--- src/rtl/mem_port_arbiter.sv ---
`default_nettype none
// ============================================================================
// Module      : mem_port_arbiter
// Description : Shares one single-ported memory bus between instruction fetch
//               and data access, one outstanding transaction at a time.
// Revision    : 1.0 - initial release
// ============================================================================
module mem_port_arbiter #(
   parameter int ADDR_W   = 32,
   parameter int DATA_W   = 32,
   parameter int MAX_WAIT = 4
) (
   input  logic                  clk,
   input  logic                  reset_n,
   input  logic                  flush_i,
   input  logic                  if_req_i,
   input  logic [ADDR_W-1:0]     if_addr_i,
   output logic                  if_rvalid_o,
   output logic [DATA_W-1:0]     if_rdata_o,
   input  logic                  dm_req_i,
   input  logic                  dm_we_i,
   input  logic [DATA_W/8-1:0]   dm_be_i,
   input  logic [ADDR_W-1:0]     dm_addr_i,
   input  logic [DATA_W-1:0]     dm_wdata_i,
   output logic                  dm_rvalid_o,
   output logic [DATA_W-1:0]     dm_rdata_o,
   output logic                  bus_req_o,
   output logic                  bus_we_o,
   output logic [DATA_W/8-1:0]   bus_be_o,
   output logic [ADDR_W-1:0]     bus_addr_o,
   output logic [DATA_W-1:0]     bus_wdata_o,
   input  logic                  bus_gnt_i,
   input  logic                  bus_rvalid_i,
   input  logic [DATA_W-1:0]     bus_rdata_i,
   output logic                  stall_o
);

   localparam int BE_W  = DATA_W / 8;
   localparam int CNT_W = $clog2(MAX_WAIT + 1);

   typedef enum logic [1:0] {
      S_IDLE = 2'd0,
      S_ADDR = 2'd1,
      S_RESP = 2'd2
   } state_t;

   state_t              r_state;
   state_t              w_state_nxt;
   logic                r_owner_dm;
   logic                r_discard;
   logic                r_if_done;
   logic                r_dm_done;
   logic [CNT_W-1:0]    r_starve_cnt;
   logic                r_we;
   logic [BE_W-1:0]     r_be;
   logic [ADDR_W-1:0]   r_addr;
   logic [DATA_W-1:0]   r_wdata;
   logic [DATA_W-1:0]   r_if_rdata;
   logic [DATA_W-1:0]   r_dm_rdata;

   logic w_if_pend;
   logic w_dm_pend;
   logic w_issue;
   logic w_pick_if;
   logic w_resp;
   logic w_starved;

   // A flushed fetch may not win arbitration in the flush cycle itself.
   assign w_if_pend = if_req_i & ~r_if_done & ~flush_i;
   assign w_dm_pend = dm_req_i & ~r_dm_done;
   assign w_starved = (r_starve_cnt == CNT_W'(MAX_WAIT));
   assign w_issue   = reset_n & (r_state == S_IDLE) & (w_if_pend | w_dm_pend);
   assign w_pick_if = w_if_pend & (~w_dm_pend | w_starved);
   assign w_resp    = reset_n & (r_state == S_RESP) & bus_rvalid_i;

   assign if_rvalid_o = w_resp & ~r_owner_dm & ~r_discard & ~flush_i;
   assign dm_rvalid_o = w_resp & r_owner_dm;
   assign if_rdata_o  = if_rvalid_o ? bus_rdata_i : r_if_rdata;
   assign dm_rdata_o  = dm_rvalid_o ? bus_rdata_i : r_dm_rdata;

   assign stall_o = reset_n & ((if_req_i & ~r_if_done & ~if_rvalid_o) |
                               (dm_req_i & ~r_dm_done & ~dm_rvalid_o));

   always_comb begin
      w_state_nxt = r_state;
      bus_req_o   = 1'b0;
      bus_we_o    = 1'b0;
      bus_be_o    = '0;
      bus_addr_o  = '0;
      bus_wdata_o = '0;
      if (reset_n) begin
         case (r_state)
            S_IDLE: begin
               if (w_issue) begin
                  bus_req_o = 1'b1;
                  if (w_pick_if) begin
                     bus_be_o   = '1;
                     bus_addr_o = if_addr_i;
                  end else begin
                     bus_we_o    = dm_we_i;
                     bus_be_o    = dm_be_i;
                     bus_addr_o  = dm_addr_i;
                     bus_wdata_o = dm_wdata_i;
                  end
                  w_state_nxt = bus_gnt_i ? S_RESP : S_ADDR;
               end
            end
            S_ADDR: begin
               bus_req_o   = 1'b1;
               bus_we_o    = r_we;
               bus_be_o    = r_be;
               bus_addr_o  = r_addr;
               bus_wdata_o = r_wdata;
               if (bus_gnt_i) begin
                  w_state_nxt = S_RESP;
               end
            end
            S_RESP: begin
               if (bus_rvalid_i) begin
                  w_state_nxt = S_IDLE;
               end
            end
            default: w_state_nxt = S_IDLE;
         endcase
      end
   end

   always_ff @(posedge clk) begin
      if (!reset_n) begin
         r_state      <= S_IDLE;
         r_owner_dm   <= 1'b0;
         r_discard    <= 1'b0;
         r_if_done    <= 1'b0;
         r_dm_done    <= 1'b0;
         r_starve_cnt <= '0;
         r_we         <= 1'b0;
         r_be         <= '0;
         r_addr       <= '0;
         r_wdata      <= '0;
         r_if_rdata   <= '0;
         r_dm_rdata   <= '0;
      end else begin
         r_state <= w_state_nxt;
         if (w_issue) begin
            r_owner_dm <= ~w_pick_if;
            r_we       <= bus_we_o;
            r_be       <= bus_be_o;
            r_addr     <= bus_addr_o;
            r_wdata    <= bus_wdata_o;
            if (w_pick_if) begin
               r_starve_cnt <= '0;
            end else if (if_req_i && !r_if_done && !w_starved) begin
               r_starve_cnt <= r_starve_cnt + CNT_W'(1);
            end
         end
         // An in-flight fetch cannot be retracted, so its response is swallowed instead.
         if (w_resp) begin
            r_discard <= 1'b0;
         end else if (flush_i && !r_owner_dm && r_state != S_IDLE) begin
            r_discard <= 1'b1;
         end
         if (if_rvalid_o) begin
            r_if_rdata <= bus_rdata_i;
         end
         if (dm_rvalid_o) begin
            r_dm_rdata <= bus_rdata_i;
         end
         if (flush_i || !stall_o) begin
            r_if_done <= 1'b0;
         end else if (if_rvalid_o) begin
            r_if_done <= 1'b1;
         end
         if (!stall_o) begin
            r_dm_done <= 1'b0;
         end else if (dm_rvalid_o) begin
            r_dm_done <= 1'b1;
         end
      end
   end

endmodule
`default_nettype wire
--- config.mk ---
export PLATFORM = sky130hd
export DESIGN_NAME = mem_port_arbiter
export DESIGN_NICKNAME = d
export VERILOG_FILES = /design/src/rtl/mem_port_arbiter.sv
export SDC_FILE = /design/constraint.sdc
export NUM_CORES = 1
export LEC_CHECK = 0
export CAP_MARGIN = 25
export CORE_ASPECT_RATIO = 1.1
export CORE_MARGIN = 2
export CORE_UTILIZATION = 35
export CTS_CLUSTER_SIZE = 20
export DETAILED_ROUTE_END_ITERATION = 10
export GPL_TIMING_DRIVEN = 0
export PLACE_DENSITY = 0.69
export SETUP_SLACK_MARGIN = 0.1
export SYNTH_ARGS = -nofsm -noshare
export SYNTH_HDL_FRONTEND = slang
export SYNTH_SLANG_ARGS = --single-unit
--- constraint.sdc ---
create_clock -name clk -period 6.2 [get_ports clk]
set_input_delay 1.24 -clock clk [delete_from_list [all_inputs] [get_ports clk]]
set_output_delay 1.24 -clock clk [all_outputs]
set_load 0.005 [all_outputs]
==> key figures <==
Status
  – Status: complete, no violations

Yosys
  – Post-synthesis sequential area ratio: between 40 and 50%
  – Top post-synthesis cells by area: dfxtp_1 (46%), a22o_1 (9.3%), mux2_2 (6.7%)
  – Synth top area share: a little under half
  – Syn Inst Count: just under 600
  – Number of synthesized register bits: 142
  – Post-synth top area cell: dfxtp_1
  – Ys Warns: 0
  – Post-Synthesis Cell Area: just over 6000 sq um
  – Syn nets: roughly 730
  – Syn Area/Cell: around 11 sq um
  – Yosys cell types: slightly above 40

Route
  – Met3 Wirelength: around 1.0 mm
  – DRC Markers: 0
  – Met2 WL post-DR: 9.24 mm
  – Vias/cell: just under 5
  – Max layer used: met4
  – Drt total wl: ~19 mm
  – Via count: approximately 5500
  – Antenna-violating nets left: 0
  – Wl on met1: 7.86 mm
  – Drt pass-1 iters: 5
  – Routed wire length per instance: ~16 microns
  – Initial DRC Count: approximately 170

Placed design
  – Final HPWL DP: around 14 mm
  – Port Buffer Count: 275
  – Global placer's final weighted congestion: between 0.7 and 0.8
  – Placed Cells: between 1000 and 1500
  – DP Worst Slack: between 700 and 800 ps

Setup path
  – Crit. End Element: output port
  – Worst EP required: roughly 5000 ps
  – Crit start category: input port
  – CP Max Fanout: 10
  – Crit path arrival time: about 4200 ps
  – Critical path class: in -> out

Timing
  – Achievable frequency: 185 MHz
  – Fin crit share: ~87%
  – Max-slew violations: 0
  – Setup WS post-layout: 799 ps
  – Slew HR: between 50% and 60%
  – TNS Setup: 0 ps
  – Unrepaired setup endpoints after global routing: false
  – Worst slew pin tran: about 630 ps
  – Hold Fails Final Rpt: 0
  – Final setup fails: 0
  – Final min period: between 5000 and 6000 ps
  – Clock Skews: roughly 10 ps

Worst hold path
  – Hold Path Class: reg -> reg

Floorplanning
  – Die area: ~19000 sq um
  – Num ports: ~280
  – Core area: between 15000 and 20000 sq um
  – Row cnt: between 50 and 60
  – Die span in y: around 140 microns
  – Die X: 131 microns
  – Initial Util: approximately 36%

Clocking
  – Clock Latency Late Sink: 410 ps
  – TritonCTS clock tree: done
  – Hold_buf cts: 0
  – CTS root buf: clkbuf_16
  – Post_cts resized: 0
  – CTS Buf Count: 17
  – Post-CTS setup repair buffer count: 0
  – Clock Sinks: about 140
  – Htree depth: 4
  – CTS max path bufs: 2
  – Clock-pin slew of the registers on the worst-case setup and hold paths: about 50 ps

Finish
  – FF+latch area: around 2800 sq um
  – Area of the multi-input gates: about 3100 sq um
  – Commonest non-fill, non-tap cells in the layout: clkdlybuf4s50_1 (275), dfxtp_1 (142), and2_1 (66), a22o_1 (66), nand2_1 (44)
  – Final core utilization: 56.3%
  – Fin cells: about 1100
  – Share of cells above drive strength 1: between 10% and 20%
  – Fin nets: about 1000
  – Synth-to-Final Area Change: 58.4%
  – Commonest non-fill, non-tap cell in the layout: clkdlybuf4s50_1
  – Ant. Diodes: 0
  – Filler Cells Inserted: around 1600

Pwr
  – Pwr/cell area: about 230 nW/um^2
  – Peak supply drop: between 0.0002 and 0.00025 V
  – Leakage: ~0.0039 uW

GRT
  – Number of global-route vias before repair: 5448
  – Initial antenna violation count: 0
  – First-pass GRT wire length: 29.3 mm
  – Pin count of the biggest net entering global routing: 17
  – Overall Global Routing Usage: between 10% and 20%
  – Aggregate global routing overflow: 0

Flow run
  – # Max-Cap Violations: 0
flip-flops by register name, summed over array words and instances (netlist names), 2 cells and up:
signal,count
r_addr,32
r_dm_rdata,32
r_if_rdata,32
r_wdata,32
r_be,4
r_starve_cnt,3
r_state,2
where the power goes:
part / switching, uW / internal (uW) / total, uW
Sequential: 21.1 / 954 / 975
Combinational: 132 / 195 / 327
Clock: 403 / 615 / 1020
metal layers:
layer	track usage, %	up-vias
met5	0	-
met4	7.89	0
met3	5.82	24
met2	33.2	150
met1	23.1	2588
li1	-	2706
cell families after synthesis:
logic type	after synthesis	synth area share [%]
and+or+nand+nor	136	12.2
AOI/OAI and AO/OA	155	19.1
buffers and inverters	56	4.37
DFF	142	45.6
muxes	96	18.3
adders and majority gates	2	0.401
synthesized netlist by cell type (all sizes together):
master	number
buf	24
o211ai	1
a2111oi	1
clkbuf	25
or4	3
nand4b	1
ha	2
or4b	2
dfxtp	142
or2	2
a311oi	1
o21ai	35
o21a	1
a21boi	5
and2	66
nor3b	4
o31ai	1
nand3	5
inv	7
o2bb2ai	32
nor3	2
a21oi	6
a21bo	1
nand2b	1
nor2b	1
nand2	44
mux2	64
and2b	1
mux2i	32
nor2	4
o21bai	4
a22o	66
a31oi	1
cell type report:
| cell class | count | share of cell area [%] |
|---|---|---|
| buffer | 49 | 2.50 |
| timing repair buffer | 275 | 27.9 |
| clock inverter | 13 | 1.39 |
| tap | 238 | 3.02 |
| inverter | 7 | 0.266 |
| multi-input combinational | 389 | 31.6 |
| clock buffer | 19 | 4.59 |
| sequential | 142 | 28.8 |
final timing paths:
kind | slack [ps] | end | cells past startpoint | startpoint
worst max register to register | 3920 | r_we | 6 | r_dm_done
worst min register to register | 460 | r_be[2] | 2 | r_be[2]
worst max-delay path | 800 | bus_wdata_o[28] | 8 | dm_req_i
worst min-delay path | 460 | r_be[2] | 2 | r_be[2]
through the flow:
| step | cell area, sq um | total power [uW] | hold slack, ps |
|---|---|---|---|
| after floorplan | 6230 | 1120 | 432 |
| after global placement | 9290 | 1320 | 442 |
| after detailed placement | 9290 | 1320 | 446 |
| after CTS | 9880 | 2350 | 460 |
| after global routing | 9880 | 2420 | 483 |
| final | 9880 | 2320 | 459 |
worst max-delay path, stage by stage:
cell	delay [ps]
clkdlybuf4s50_1	450
nor2b_1	440
nand2_1	190
a311oi_1	540
buf_2	330
buf_2	250
a22o_1	180
clkdlybuf4s50_1	540
Note: power is estimated with default switching activity, not from simulation.
